[config.mk]
export PLATFORM = sky130hd
export DESIGN_NAME = vx_raster_packer
export DESIGN_NICKNAME = d
export VERILOG_FILES = /design/src/rtl/vx_raster_packer_pkg.sv /design/src/rtl/vx_raster_packer.sv
export SDC_FILE = /design/constraint.sdc
export NUM_CORES = 1
export LEC_CHECK = 0
export ABC_CLOCK_PERIOD_IN_PS = 5100
export BUFFER_PORTS_ARGS = -buffer_cell sky130_fd_sc_hd__buf_2
export CELL_PAD_IN_SITES_DETAIL_PLACEMENT = 0
export CELL_PAD_IN_SITES_GLOBAL_PLACEMENT = 1
export CORE_AREA = 2 2 146 77
export DETAILED_ROUTE_END_ITERATION = 16
export DIE_AREA = 0 0 148 79
export PLACE_DENSITY = 0.82
export SLEW_MARGIN = 20
export SYNTH_ARGS = -nofsm -noshare
export SYNTH_HDL_FRONTEND = slang
export SYNTH_SLANG_ARGS = --single-unit
[constraint.sdc]
create_clock -name clk -period 5.1 [get_ports clk]
set_input_delay 0.255 -clock clk [delete_from_list [all_inputs] [get_ports clk]]
set_output_delay 0.255 -clock clk [all_outputs]
set_load 0.05 [all_outputs]
[src/rtl/vx_raster_packer_pkg.sv]
// rtl/vx_raster_packer_pkg.sv - stamp layout and FSM states for the raster stamp bus
package vx_raster_packer_pkg;

  localparam int POS_BITS    = 12;
  localparam int MASK_BITS   = 4;
  localparam int PID_BITS    = 8;
  localparam int BCOORD_BITS = 8;

  typedef struct packed {
    logic [POS_BITS-1:0]         pos_x;
    logic [POS_BITS-1:0]         pos_y;
    logic [MASK_BITS-1:0]        mask;
    logic [PID_BITS-1:0]         pid;
    logic [2:0][BCOORD_BITS-1:0] bcoords;
  } raster_stamp_t;

  localparam int STAMP_BITS = $bits(raster_stamp_t);

  typedef enum logic {
    ST_FILL = 1'b0,
    ST_DONE = 1'b1
  } packer_state_e;

endpackage

[src/rtl/vx_raster_packer.sv]
// rtl/vx_raster_packer.sv - packs backend stamps into NUM_LANES-wide raster bus requests
module vx_raster_packer
  import vx_raster_packer_pkg::*;
#(
  parameter int NUM_LANES    = 1,
  parameter int FLUSH_CYCLES = 16
) (
  input  logic                            clk,
  input  logic                            reset,
  input  logic                            in_valid,
  input  logic [STAMP_BITS-1:0]           in_data,
  output logic                            in_ready,
  input  logic                            in_done,
  input  logic                            frame_start,
  output logic                            req_valid,
  output logic [NUM_LANES*STAMP_BITS-1:0] req_data_stamps,
  output logic                            req_data_done,
  input  logic                            req_ready
);

  localparam int CNT_W  = $clog2(NUM_LANES + 1);
  localparam int IDLE_W = $clog2(FLUSH_CYCLES + 1);
  localparam logic [CNT_W-1:0]  LANES_FULL = CNT_W'(NUM_LANES);
  localparam logic [IDLE_W-1:0] IDLE_MAX   = IDLE_W'(FLUSH_CYCLES);

  packer_state_e                 state_q;
  logic [CNT_W-1:0]              cnt_q, cnt_d, wr_lane;
  logic [IDLE_W-1:0]             idle_q, idle_d;
  raster_stamp_t [NUM_LANES-1:0] acc_q;
  raster_stamp_t [NUM_LANES-1:0] slot_q;
  logic                          req_valid_q, req_done_q;
  logic                          filling, slot_free, xfer, in_fire, enter_done;

  always_comb begin
    filling    = (state_q == ST_FILL);
    slot_free  = !req_valid_q || req_ready;
    xfer       = filling && slot_free &&
                 ((cnt_q == LANES_FULL) ||
                  (cnt_q != '0 && idle_q == IDLE_MAX) ||
                  (cnt_q != '0 && in_done && !in_valid));
    // A transfer frees lane 0 on the same edge, so a full accumulator can still accept.
    in_ready   = filling && ((cnt_q < LANES_FULL) || xfer);
    in_fire    = in_valid && in_ready;
    enter_done = filling && in_done && !in_valid && (cnt_q == '0) && slot_free;
    wr_lane    = xfer ? '0 : cnt_q;
    cnt_d      = in_fire ? wr_lane + CNT_W'(1) : wr_lane;
    idle_d     = idle_q;
    if (in_fire || xfer) begin
      idle_d = '0;
    end else if (filling && cnt_q != '0 && idle_q != IDLE_MAX) begin
      idle_d = idle_q + IDLE_W'(1);
    end
  end

  always_ff @(posedge clk) begin
    if (reset) begin
      state_q     <= ST_FILL;
      cnt_q       <= '0;
      idle_q      <= '0;
      req_valid_q <= 1'b0;
      req_done_q  <= 1'b0;
      slot_q      <= '0;
    end else begin
      case (state_q)
        ST_FILL: begin
          cnt_q  <= cnt_d;
          idle_q <= idle_d;
          for (int i = 0; i < NUM_LANES; i++) begin
            if (in_fire && CNT_W'(i) == wr_lane) acc_q[i] <= in_data;
          end
          if (xfer) begin
            for (int i = 0; i < NUM_LANES; i++) begin
              slot_q[i] <= (CNT_W'(i) < cnt_q) ? acc_q[i] : '0;
            end
            req_done_q  <= 1'b0;
            req_valid_q <= 1'b1;
          end else if (enter_done) begin
            slot_q      <= '0;
            req_done_q  <= 1'b1;
            req_valid_q <= 1'b1;
            state_q     <= ST_DONE;
          end else if (req_ready) begin
            req_valid_q <= 1'b0;
          end
        end
        ST_DONE: begin
          // The done packet is replayed on every handshake until the next frame re-arms us.
          if (frame_start) begin
            state_q     <= ST_FILL;
            req_valid_q <= 1'b0;
            req_done_q  <= 1'b0;
            cnt_q       <= '0;
            idle_q      <= '0;
          end
        end
        default: state_q <= ST_FILL;
      endcase
    end
  end

  assign req_valid       = req_valid_q;
  assign req_data_stamps = slot_q;
  assign req_data_done   = req_done_q;

endmodule
Word level (Yosys, flattened, before mapping):

Cells that the tools add are included.

* magnitude comparators: 2
* shifts and indexed selects: 0
* equality and inequality tests: 6
* mux-type cells: 22
* multiply operators: 0
* add/sub/neg operators: 2
* divide/modulo/power cells: 0
* reductions and logical operators: 27
* bitwise gates (word level): 4

Operator list (number)
* 2-to-1 mux 60 bit: 3
* 2-to-1 mux 5 bit: 3
* logical AND 1 bit: 14
* 2-to-1 mux 1 bit: 11
* case mux 5 bit (2 select lines): 1
* case mux 1 bit (2 select lines): 4
* AND reduction 2 bit: 4
* != test 3 x 1 -> 1 bit, second input constant: 2
* adder 5 x 1 -> 5 bit, second input constant: 1
* == test 5 bit, second input constant: 1
* logical OR 1 bit: 5
* != test 5 bit, second input constant: 1
* != test 4 x 2 -> 1 bit, second input constant: 1
* NOT 1 bit: 4
* AND reduction 3 bit: 1
* zero test 1 bit: 2
* != test 2 bit, second input constant: 1
* nonzero test 2 bit: 1
* adder 1 bit, second input constant: 1
* < comparator 1 bit, first input constant: 1
* < comparator 1 bit, second input constant: 1

* latch bits: 0
* flip-flop bits (word level): 129
* output and inout port bits: 63
* bits of input ports: 66
* memories kept: 0
* memory bits (writable): 0
* ROM bits: 0
* logic and storage cells: 82

Logic depth before layout (Yosys ltp):

Gate-level depths: netlist of the first run.

* depth after elaboration: 11
* mapped depth: 7

Worst setup path before layout of the first run:

No wires, ideal clock.

* kind: register to register
* from: reg req_valid_q (netlist: req_valid)
* to: reg acc_q[0] (netlist bit) (enable)
* stages on the path, launching flop included: 6
* period minus slack after synthesis: 3.599 ns
* library setup time: 0.424 ns
* data required time: 4.676 ns
* arrival time: 3.175 ns
* setup slack: 1.501 ns
* path through: dfxtp_1 -> and3b_1 -> nor2_1 -> and2_1 -> ha_1 -> and2_1

* cells in the longest elaborated chain, start to end: 9
* elaborated cells on any way between the ends: 11

Ends and longest elaborated chain
* from (decl): line vx_raster_packer.sv:31 `logic req_valid_q, req_done_q;`
* from (signal assigned): line vx_raster_packer.sv:60 `req_valid_q <= 1'b0;`
* from (signal assigned): line vx_raster_packer.sv:76 `req_valid_q <= 1'b1;`
* from (signal assigned): line vx_raster_packer.sv:80 `req_valid_q <= 1'b1;`
* zero test 1 bit: line vx_raster_packer.sv:36 `slot_free = !req_valid_q || req_ready;`
* logical OR 1 bit: line vx_raster_packer.sv:36
* logical AND 1 bit (2 in a row): line vx_raster_packer.sv:37 `xfer = filling && slot_free &&`
* logical OR 1 bit: line vx_raster_packer.sv:42 `in_ready = filling && ((cnt_q < LANES_FULL) || xfer);`
* logical AND 1 bit: line vx_raster_packer.sv:42
* net in_ready: line vx_raster_packer.sv:12 `output logic in_ready,`
* logical AND 1 bit: line vx_raster_packer.sv:43 `in_fire = in_valid && in_ready;`
* logical AND 1 bit: line vx_raster_packer.sv:69 `if (in_fire && CNT_W'(i) == wr_lane) acc_q[i] <= in_data;`
* AND reduction 3 bit (no line)
* to (signal, indexed assignment): line vx_raster_packer.sv:69
* to (decl): line vx_raster_packer.sv:29 `raster_stamp_t [NUM_LANES-1:0] acc_q;`

The timed path passes the listed nets, and every way through them passes these cells.
A chain may end at the register's enable or synchronous reset.

Final worst setup path of the first run:

* from: reg cnt_q
* to: reg acc_q[59] (netlist bit) (enable)

* cells in the longest elaborated chain, start to end: 9
* elaborated cells on any way between the ends: 14

Ends and longest elaborated chain
* from (decl): line vx_raster_packer.sv:27 `logic [CNT_W-1:0] cnt_q, cnt_d, wr_lane;`
* from (signal assigned): line vx_raster_packer.sv:66 `cnt_q <= cnt_d;`
* logical AND 1 bit, on equally long branches: line vx_raster_packer.sv:39, vx_raster_packer.sv:40
* logical OR 1 bit / logical AND 1 bit (equally long branches): line vx_raster_packer.sv:38, vx_raster_packer.sv:40
* logical OR 1 bit: line vx_raster_packer.sv:39 `(cnt_q != '0 && idle_q == IDLE_MAX) ||`
* logical AND 1 bit: line vx_raster_packer.sv:37
* logical OR 1 bit: line vx_raster_packer.sv:42
* logical AND 1 bit: line vx_raster_packer.sv:42
* logical AND 1 bit: line vx_raster_packer.sv:43
* logical AND 1 bit *: line vx_raster_packer.sv:69
* AND reduction 3 bit (no line) *

Every way passes the cells marked *; elsewhere a longest branch is shown, timed or not.

==> impl_metrics.csv, run 1 <==
group,metric,value,unit
yosys,yosys-top-cells-count,"inv_1, dfxtp_1, edfxtp_1, o32ai_1, buf_2",
flow_run,cap_violations,0,
clock_tree,cts_hold_buf,0,
clock_tree,htreeDepth,4,
floorplanning,die_w,148,um
power,pwr-share-comb,10.6,%
timing,setup_viol,0,
timing,tns,0,ns
clock_tree,clk_pin_slew,0.05,ns
power,leakagePower,0.00247,uW
power,switchingPower,610,uW
outcome,outcome,"completed",
detailed_routing,via_per_inst,4.54,
clock_tree,cts-buffers-inserted,17,
timing,period_share,45.8,%
floorplanning,core_area,0.0105,sq mm
grt,antenna_found_initial,2,
worst_hold_path,min_from,"in_data[49]",
detailed_routing,drtIter0Drc,103,
placement,port_buffers,128,
yosys,synth_nets,419,
timing,tightest_slew,0.683,ns
placement,dp_hpwl,5920,um
critical_path,required,5.15,ns
grt,grt_overflow,0,
yosys,synth_top_area_share,41.1,%
grt,grt_max_degree,66,
yosys,ys_seq_area_share,70.3,%
clock_tree,cts_sinks,124,
detailed_routing,wl_per_cell,13.7,um
clock_tree,cts_tree,"built",
timing,grt_setup_unrepaired,"false",
critical_path,crit_path_max_fanout,33,
detailed_routing,wl,8830,um
power,switching_share,24.6,%
clock_tree,clockRootBuffer,"clkbuf_16",
yosys,synth_cell_types,25,
yosys,synth_edf_count,60,
detailed_routing,vias,2913,
critical_path,worst_setup_path_start_kind,"flop",
floorplanning,rows,27,
yosys,synth_async_sr_flop_share,0,%
finish,areaGrowthSynthToFinish,29.2,%
critical_path,crit_arrival,2.39,ns
critical_path,critPathKind,"flop to flop",
yosys,postSynthCellCount,352,
worst_hold_path,hold_depth,1,
timing,hold_viol,0,
timing,finalCriticalPeriod,2.34,ns
clock_tree,worstSkewPairLatency,0.40,ns
yosys,synth_seq_cells,124,
floorplanning,die_y,79,um
grt,grt_pass1_wl,13900,um
critical_path,rr_endpoint,"acc_q[59]",
floorplanning,ios,129,
timing,setup_ws,2.76,ns
clock_tree,clock_path_buffers,2,
yosys,yosysWarnings,0,
grt,grt_usage,15.9,%
yosys,synthesis.area,0.00438,sq mm
worst_hold_path,min_to,"acc_q[49]",
finish,nNetsFinal,550,
timing,worst_slew_margin_rel,54.5,%
floorplanning,initial_utilization,41.6,%
critical_path,reg2regPathDepth,6,
floorplanning,dieArea,0.0117,sq mm
placement,gp_congestion,0.760,
yosys,avgSynthCellArea,12.5,sq um
finish,nFillCells,944,
worst_hold_path,min_path_type,"input port to flop",
critical_path,end_kind,"flop",
yosys,synth.most_common_cell,"inv_1",
finish,finish.instance_area,0.00566,sq mm
clock_tree,ctsResizeCount,0,
placement,preCtsSetupSlack,2.35,ns
timing,fmax,428,MHz
placement,placed_area,0.00510,sq mm
grt,grt_pass1_vias,2830,
power,peakVddDrop,0.256,mV
power,p_seq_share,45.6,%
yosys,synth_flop_cell,"dfxtp_1",
power,p_clk_share,43.8,%
power,powerDensity,438,mW/mm^2
finish,utilization,53.7,%
finish,instances_no_fill,642,
power,intPower,1870,uW
detailed_routing,first_pass_iters,4,
critical_path,r2r_start,"cnt_q",
yosys,yosys.area.top_type,"edfxtp_1",
yosys,yosys-top-cells-area,"edfxtp_1, dfxtp_1, o32ai_1, inv_1, buf_6",
clock_tree,post-cts-setup-buffers,0,
finish,drive_gt1_share,33.3,%
detailed_routing,drc,0,
placement,dp_cells,608,
detailed_routing,ant_nets,0,
critical_path,rrSetupSlack,2.76,ns
timing,finClkSkew,0.00802,ns
timing,final_max_slew_viol_count,0,
area by class of cell:
class                           count  area, sq um  share of cell area [%]
Inverter                          122          458                    8.09
Antenna cell                        1         2.50                  0.0442
Clock buffer                       24          472                    8.33
Timing Repair Buffer              134          697                    12.3
Sequential cell                   124         3080                    54.5
Tap cell                          145          181                    3.20
Clock inverter                      8         71.3                    1.26
Multi-Input combinational cell     84          697                    12.3
critical path: stages, from the launching register on:
cell     delay, ns
dfxtp_1       0.35
and3b_1       0.17
nor2_1        0.11
and2_1        0.14
ha_1          0.13
and2_2        0.55
buf_4         0.49
how the worst max path moves through the flow:
stage               startpoint                   to  slack (ns)  depth (start not counted)
floorplan            req_valid             acc_q[0]        1.50                          5
global placement         reset  req_data_stamps[41]        2.48                          6
detailed placement       reset  req_data_stamps[32]        2.35                          6
CTS                      cnt_q            acc_q[21]        2.70                          6
global route             cnt_q            acc_q[58]        2.58                          6
finish                   cnt_q            acc_q[59]        2.76                          6
logic make-up after synthesis:
| family | share of synthesized area [%] |
|---|---|
| DFF | 70.3 |
| AOI/OAI and AO/OA | 13.6 |
| and+or+nand+nor | 2.00 |
| buffers and inverters | 13.8 |
| adders and majority gates | 0.285 |
metrics by stage:
stage / hold WS [ns] / power (uW)
after detailed placement: 0.433 / 1410
after global routing: 0.000888 / 2570
after CTS: 0.0117 / 2500
after global placement: 0.432 / 1400
final: 0.0250 / 2480
after floorplan: 0.354 / 1340
power groups by stage:
stage / registers (uW) / clock network [uW] / logic (uW)
finish: 1130 / 1080 / 263
global route: 1140 / 1150 / 284
CTS: 1130 / 1110 / 265
detailed placement: 1150 / 0 / 264
global placement: 1150 / 0 / 255
floorplan: 1240 / 0 / 101
cells in the final DEF, fill, tap and decap left out, types with 3 or more instances in the layout:
cell type / count
dfxtp_1: 64
buf_2: 128
clkinvlp_4: 3
a21oi_1: 3
clkbuf_1: 5
inv_1: 121
edfxtp_1: 60
clkbuf_16: 17
nor2_1: 4
clkinv_2: 3
buf_4: 4
o32ai_1: 60
sequential cells by signal, summed over array words and instances, names as in the netlist:
| signal | flops |
|---|---|
| cnt_q | 1 |
| req_data_done | 1 |
| req_valid | 1 |
| req_data_stamps | 60 |
| state_q | 1 |
| acc_q | 60 |
metal layers:
metal	track usage (%)	routed length (um)
met1	21.4	4180
met5	0	13
met4	5.43	76
met3	7.47	829
met2	22.5	3730
No activity file was read; power rests on OpenSTA's default activity.
==> run 2, diff against run 1 <==
--- a/config.mk
+++ b/config.mk
@@ -5,14 +5,14 @@
 export SDC_FILE = /design/constraint.sdc
 export NUM_CORES = 1
 export LEC_CHECK = 0
-export ABC_CLOCK_PERIOD_IN_PS = 5100
+export ABC_CLOCK_PERIOD_IN_PS = 2170
 export BUFFER_PORTS_ARGS = -buffer_cell sky130_fd_sc_hd__buf_2
 export CELL_PAD_IN_SITES_DETAIL_PLACEMENT = 0
 export CELL_PAD_IN_SITES_GLOBAL_PLACEMENT = 1
-export CORE_AREA = 2 2 146 77
+export CORE_AREA = 2 2 152 80
 export DETAILED_ROUTE_END_ITERATION = 16
-export DIE_AREA = 0 0 148 79
-export PLACE_DENSITY = 0.82
+export DIE_AREA = 0 0 154 82
+export PLACE_DENSITY = 0.76
 export SLEW_MARGIN = 20
 export SYNTH_ARGS = -nofsm -noshare
 export SYNTH_HDL_FRONTEND = slang
==> constraint.sdc (replaced) <==
create_clock -name clk -period 2.17 [get_ports clk]
set_input_delay 0.1085 -clock clk [delete_from_list [all_inputs] [get_ports clk]]
set_output_delay 0.1085 -clock clk [all_outputs]
set_load 0.05 [all_outputs]
==> impl_metrics.csv, run 2 (synthesized netlist as in run 1, its figures left out) <==
group,metric,value,unit
power,leakagePower,0.00277,uW
timing,worst_slew_margin_rel,51.0,%
power,peakVddDrop,0.603,mV
finish,final_common_cell,"buf_2",
clock_tree,worstSkewPairLatency,0.40,ns
clock_tree,clockRootBuffer,"clkbuf_16",
finish,utilization,55.8,%
clock_tree,cts_tree,"built",
timing,hold_viol,0,
detailed_routing,drtIter0Drc,196,
outcome,outcome,"completed",
placement,dp_hpwl,6280,um
critical_path,crit_path_max_fanout,28,
clock_tree,ctsResizeCount,0,
clock_tree,post-cts-setup-buffers,0,
finish,seqCellArea,0.00308,sq mm
placement,port_buffers,128,
finish,antenna_cells,0,
timing,final_max_slew_viol_count,0,
detailed_routing,drc,0,
critical_path,end_kind,"flop",
floorplanning,rows,28,
placement,preCtsSetupSlack,0.360,ns
timing,setup_viol,0,
timing,grt_setup_unrepaired,"false",
timing,setup_ws,0.381,ns
critical_path,crit_arrival,1.89,ns
grt,grt_usage,16.6,%
finish,drive_gt1_share,30.8,%
flow_run,cap_violations,0,
finish,nNetsFinal,613,
floorplanning,dieArea,0.0126,sq mm
clock_tree,clock_path_buffers,2,
timing,hold_ws,0.0993,ns
timing,fmax,559,MHz
clock_tree,cts-buffers-inserted,17,
grt,grt_pass1_vias,3128,
power,powerDensity,970,mW/mm^2
detailed_routing,vias,3200,
floorplanning,initial_utilization,38.5,%
critical_path,critPathKind,"flop to flop",
timing,tightest_slew,0.736,ns
detailed_routing,via_per_inst,4.51,
finish,nFillCells,939,
clock_tree,clk_pin_slew,0.05,ns
finish,multiInputGateArea,706,sq um
power,power,6170,uW
timing,period_share,82.5,%
critical_path,worst_setup_path_start_kind,"flop",
detailed_routing,ant_nets,0,
clock_tree,cts_hold_buf,61,
grt,grt_overflow,0,
timing,finalCriticalPeriod,1.79,ns
placement,gp_congestion,0.742,
detailed_routing,wl_per_cell,14.2,um
floorplanning,core_area,0.0114,sq mm
detailed_routing,first_pass_iters,4,
floorplanning,ios,129,
finish,most-common-layout-cells,"buf_2, inv_1, dfxtp_1",
detailed_routing,wl,10000,um
grt,antenna_found_initial,0,
floorplanning,die_y,82,um
timing,finClkSkew,0.00769,ns
clock_tree,htreeDepth,4,
floorplanning,die_w,154,um
grt,grt_pass1_wl,15500,um
finish,areaGrowthSynthToFinish,45.0,%
critical_path,required,2.27,ns
timing,tns,0,ns
grt,grt_max_degree,65,
clock_tree,cts_sinks,124,
worst_hold_path,min_path_type,"input port to flop",
-- run 2: worst max-delay path, cell delays in order, from the launching register on --
cell	delay, ns
dfxtp_1	0.35
and3b_1	0.21
nor2_4	0.10
and2_1	0.13
ha_1	0.13
and2_4	0.30
buf_12	0.24
-- run 2: layout make-up --
cell class,instances,area share [%]
timing repair buffer,197,21.0
sequential,124,48.5
clock buffer,20,6.87
tap,150,2.95
inverter,122,7.20
multi-input combinational,84,11.1
clock inverter,12,2.34
-- run 2: where the power goes --
part	leakage (uW)	switching [uW]	internal, uW	total (uW)
clock	0.000287	990	1800	2790
combinational	0.00140	477	248	725
sequential	0.00108	57.2	2600	2650
-- run 2: final timing paths --
path / startpoint / endpoint / slack (ns) / depth (start not counted)
max reg2reg: cnt_q / acc_q[56] / 0.38 / 6
max: cnt_q / acc_q[56] / 0.38 / 6
min: req_ready / req_valid / 0.1 / 4
min reg2reg: req_data_stamps[9] / req_data_stamps[9] / 0.47 / 2
-- run 2: metrics by stage --
stage | area, sq um | std cells
3_3_place_gp | 5160 | 616
4_1_cts | 6360 | 709
3_5_place_dp | 5160 | 616
6_report | 6360 | 709
2_1_floorplan | 4390 | 352
5_1_grt | 6360 | 709
-- run 2: layer usage --
layer	global-route usage, %	vias up	wire [um]
met4	6.17	0	80
met5	0	-	0
met3	6.17	7	722
met2	26.6	122	4540
li1	-	1586	-
met1	20.9	1485	4690
==> run 3, diff against run 2 <==
--- a/config.mk
+++ b/config.mk
@@ -5,7 +5,7 @@
 export SDC_FILE = /design/constraint.sdc
 export NUM_CORES = 1
 export LEC_CHECK = 0
-export ABC_CLOCK_PERIOD_IN_PS = 2170
+export ABC_CLOCK_PERIOD_IN_PS = 1800
 export BUFFER_PORTS_ARGS = -buffer_cell sky130_fd_sc_hd__buf_2
 export CELL_PAD_IN_SITES_DETAIL_PLACEMENT = 0
 export CELL_PAD_IN_SITES_GLOBAL_PLACEMENT = 1
==> constraint.sdc (replaced) <==
create_clock -name clk -period 1.8 [get_ports clk]
set_input_delay 0.09 -clock clk [delete_from_list [all_inputs] [get_ports clk]]
set_output_delay 0.09 -clock clk [all_outputs]
set_load 0.05 [all_outputs]
==> impl_metrics.csv, run 3 (synthesized netlist as in run 1, its figures left out) <==
group,metric,value,unit
floorplanning,core_area,0.0114,sq mm
finish,utilization,56.0,%
floorplanning,initial_utilization,38.5,%
clock_tree,cts-buffers-inserted,17,
finish,seqCellArea,0.00309,sq mm
timing,setup_viol,0,
power,leakagePower,0.00277,uW
power,intPower,5580,uW
placement,placed_area,0.00518,sq mm
detailed_routing,ant_nets,0,
timing,finalCriticalPeriod,1.60,ns
finish,most-common-layout-cells,"buf_2, inv_1, dfxtp_1",
finish,areaGrowthSynthToFinish,45.4,%
grt,grt_overflow,0,
critical_path,rr_endpoint,"acc_q[19]",
critical_path,worst_setup_path_start_kind,"flop",
finish,nNetsFinal,614,
grt,grt_pass1_wl,15200,um
clock_tree,clockRootBuffer,"clkbuf_16",
critical_path,reg2regPathDepth,6,
placement,port_buffers,128,
clock_tree,cts_hold_buf,61,
critical_path,cp_num_buf_inv,1,
finish,nFillCells,923,
placement,dp_hpwl,6250,um
floorplanning,die_w,154,um
timing,fmax,624,MHz
critical_path,end_kind,"flop",
detailed_routing,wl_per_cell,13.8,um
finish,multiInputGateArea,706,sq um
clock_tree,cts_tree,"built",
critical_path,critPathKind,"flop to flop",
critical_path,required,1.89,ns
clock_tree,cts_sinks,124,
clock_tree,clock_path_buffers,2,
timing,tightest_slew,0.466,ns
detailed_routing,via_per_inst,4.41,
timing,grt_setup_unrepaired,"false",
critical_path,rrSetupSlack,0.20,ns
critical_path,endpoint,"acc_q[19]",
finish,antenna_cells,0,
floorplanning,die_y,82,um
power,powerDensity,1160,mW/mm^2
grt,grt_pass1_vias,3062,
critical_path,crit_family,"simple AND/OR/NAND/NOR gates",
worst_hold_path,min_path_type,"input port to flop",
critical_path,crit_arrival,1.69,ns
power,p_clk_share,44.8,%
detailed_routing,drtIter0Drc,164,
timing,finClkSkew,0.00697,ns
grt,grt_max_degree,41,
detailed_routing,drc,0,
power,switching_share,24.4,%
critical_path,critical_path.startpoint,"cnt_q",
power,peakVddDrop,0.661,mV
timing,final_max_slew_viol_count,0,
finish,drive_gt1_share,30.5,%
grt,antenna_found_initial,0,
detailed_routing,vias,3132,
critical_path,slowest_stage,"dfxtp_1",
critical_path,crit_path_cell_trace,"and3b_1, nor2_4, and2_1, ha_1, and2_4, buf_12",
critical_path,cp.depth,6,
critical_path,crit_path_max_fanout,30,
critical_path,crit_path_max_incr_delay,0.35,ns
detailed_routing,wl,9760,um
placement,gp_congestion,0.742,
finish,final_common_cell,"buf_2",
timing,period_share,89.1,%
grt,grt_usage,16.1,%
floorplanning,ios,129,
power,p_seq_share,43.3,%
clock_tree,worstSkewPairLatency,0.40,ns
power,switchingPower,1810,uW
critical_path,r2r_start,"cnt_q",
clock_tree,ctsResizeCount,0,
floorplanning,dieArea,0.0126,sq mm
outcome,outcome,"completed",
timing,hold_viol,0,
finish,finish.instance_area,0.00637,sq mm
placement,preCtsSetupSlack,0.200,ns
timing,setup_ws,0.196,ns
timing,worst_slew_margin_rel,69.0,%
flow_run,cap_violations,0,
detailed_routing,first_pass_iters,4,
power,pwr-share-comb,12.0,%
clock_tree,post-cts-setup-buffers,0,
floorplanning,rows,28,
clock_tree,clk_pin_slew,0.05,ns
clock_tree,htreeDepth,4,
## run 3: how the worst min path moves through the flow
stage	startpoint	end	slack [ns]	cells past startpoint
3_3_place_gp	in_data[7]	acc_q[7]	0.27	1
2_1_floorplan	in_data[0]	acc_q[0]	0.19	0
3_5_place_dp	in_data[23]	acc_q[23]	0.27	1
4_1_cts	req_ready	req_valid	0.07	4
6_report	req_ready	req_valid	0.09	4
5_1_grt	req_ready	req_valid	0.10	4
## run 3: worst min-delay path: cells and delay by family
| family | cells | cell delay (ns) |
|---|---|---|
| compound gates | 2 | 0.21 |
| buf+inv | 1 | 0.11 |
| simple gates | 1 | 0.04 |
## run 3: stage by stage
step,power [uW],hold slack (ns),instances,TNS (ns)
final,7390,0.0882,710,0
after global routing,7660,0.103,710,0
after CTS,7460,0.0728,710,0
after detailed placement,4040,0.268,617,0
after global placement,4020,0.266,617,0
after floorplan,3800,0.189,352,-18.12
## run 3: layer usage
metal / GRT usage [%] / wire length, um / vias up
met3: 5.91 / 615 / 4
met4: 4.58 / 39 / 0
met1: 21.4 / 4820 / 1430
met2: 24.8 / 4290 / 111
met5: 0 / 0 / -
li1: - / - / 1587
## run 3: area by class of cell
cell class	count	area share (%)
inverter	122	7.18
timing repair buffer	198	21.3
clock buffer	17	6.67
sequential	124	48.4
clock inverter	15	2.43
tap	150	2.94
multi-input combinational	84	11.1
## run 3: power groups by stage
stage / combinational (uW) / sequential, uW / clock [uW]
after floorplan: 290 / 3510 / 0
after global placement: 771 / 3250 / 0
after detailed placement: 783 / 3250 / 0
after CTS: 888 / 3200 / 3380
after global routing: 946 / 3210 / 3500
final: 884 / 3200 / 3310
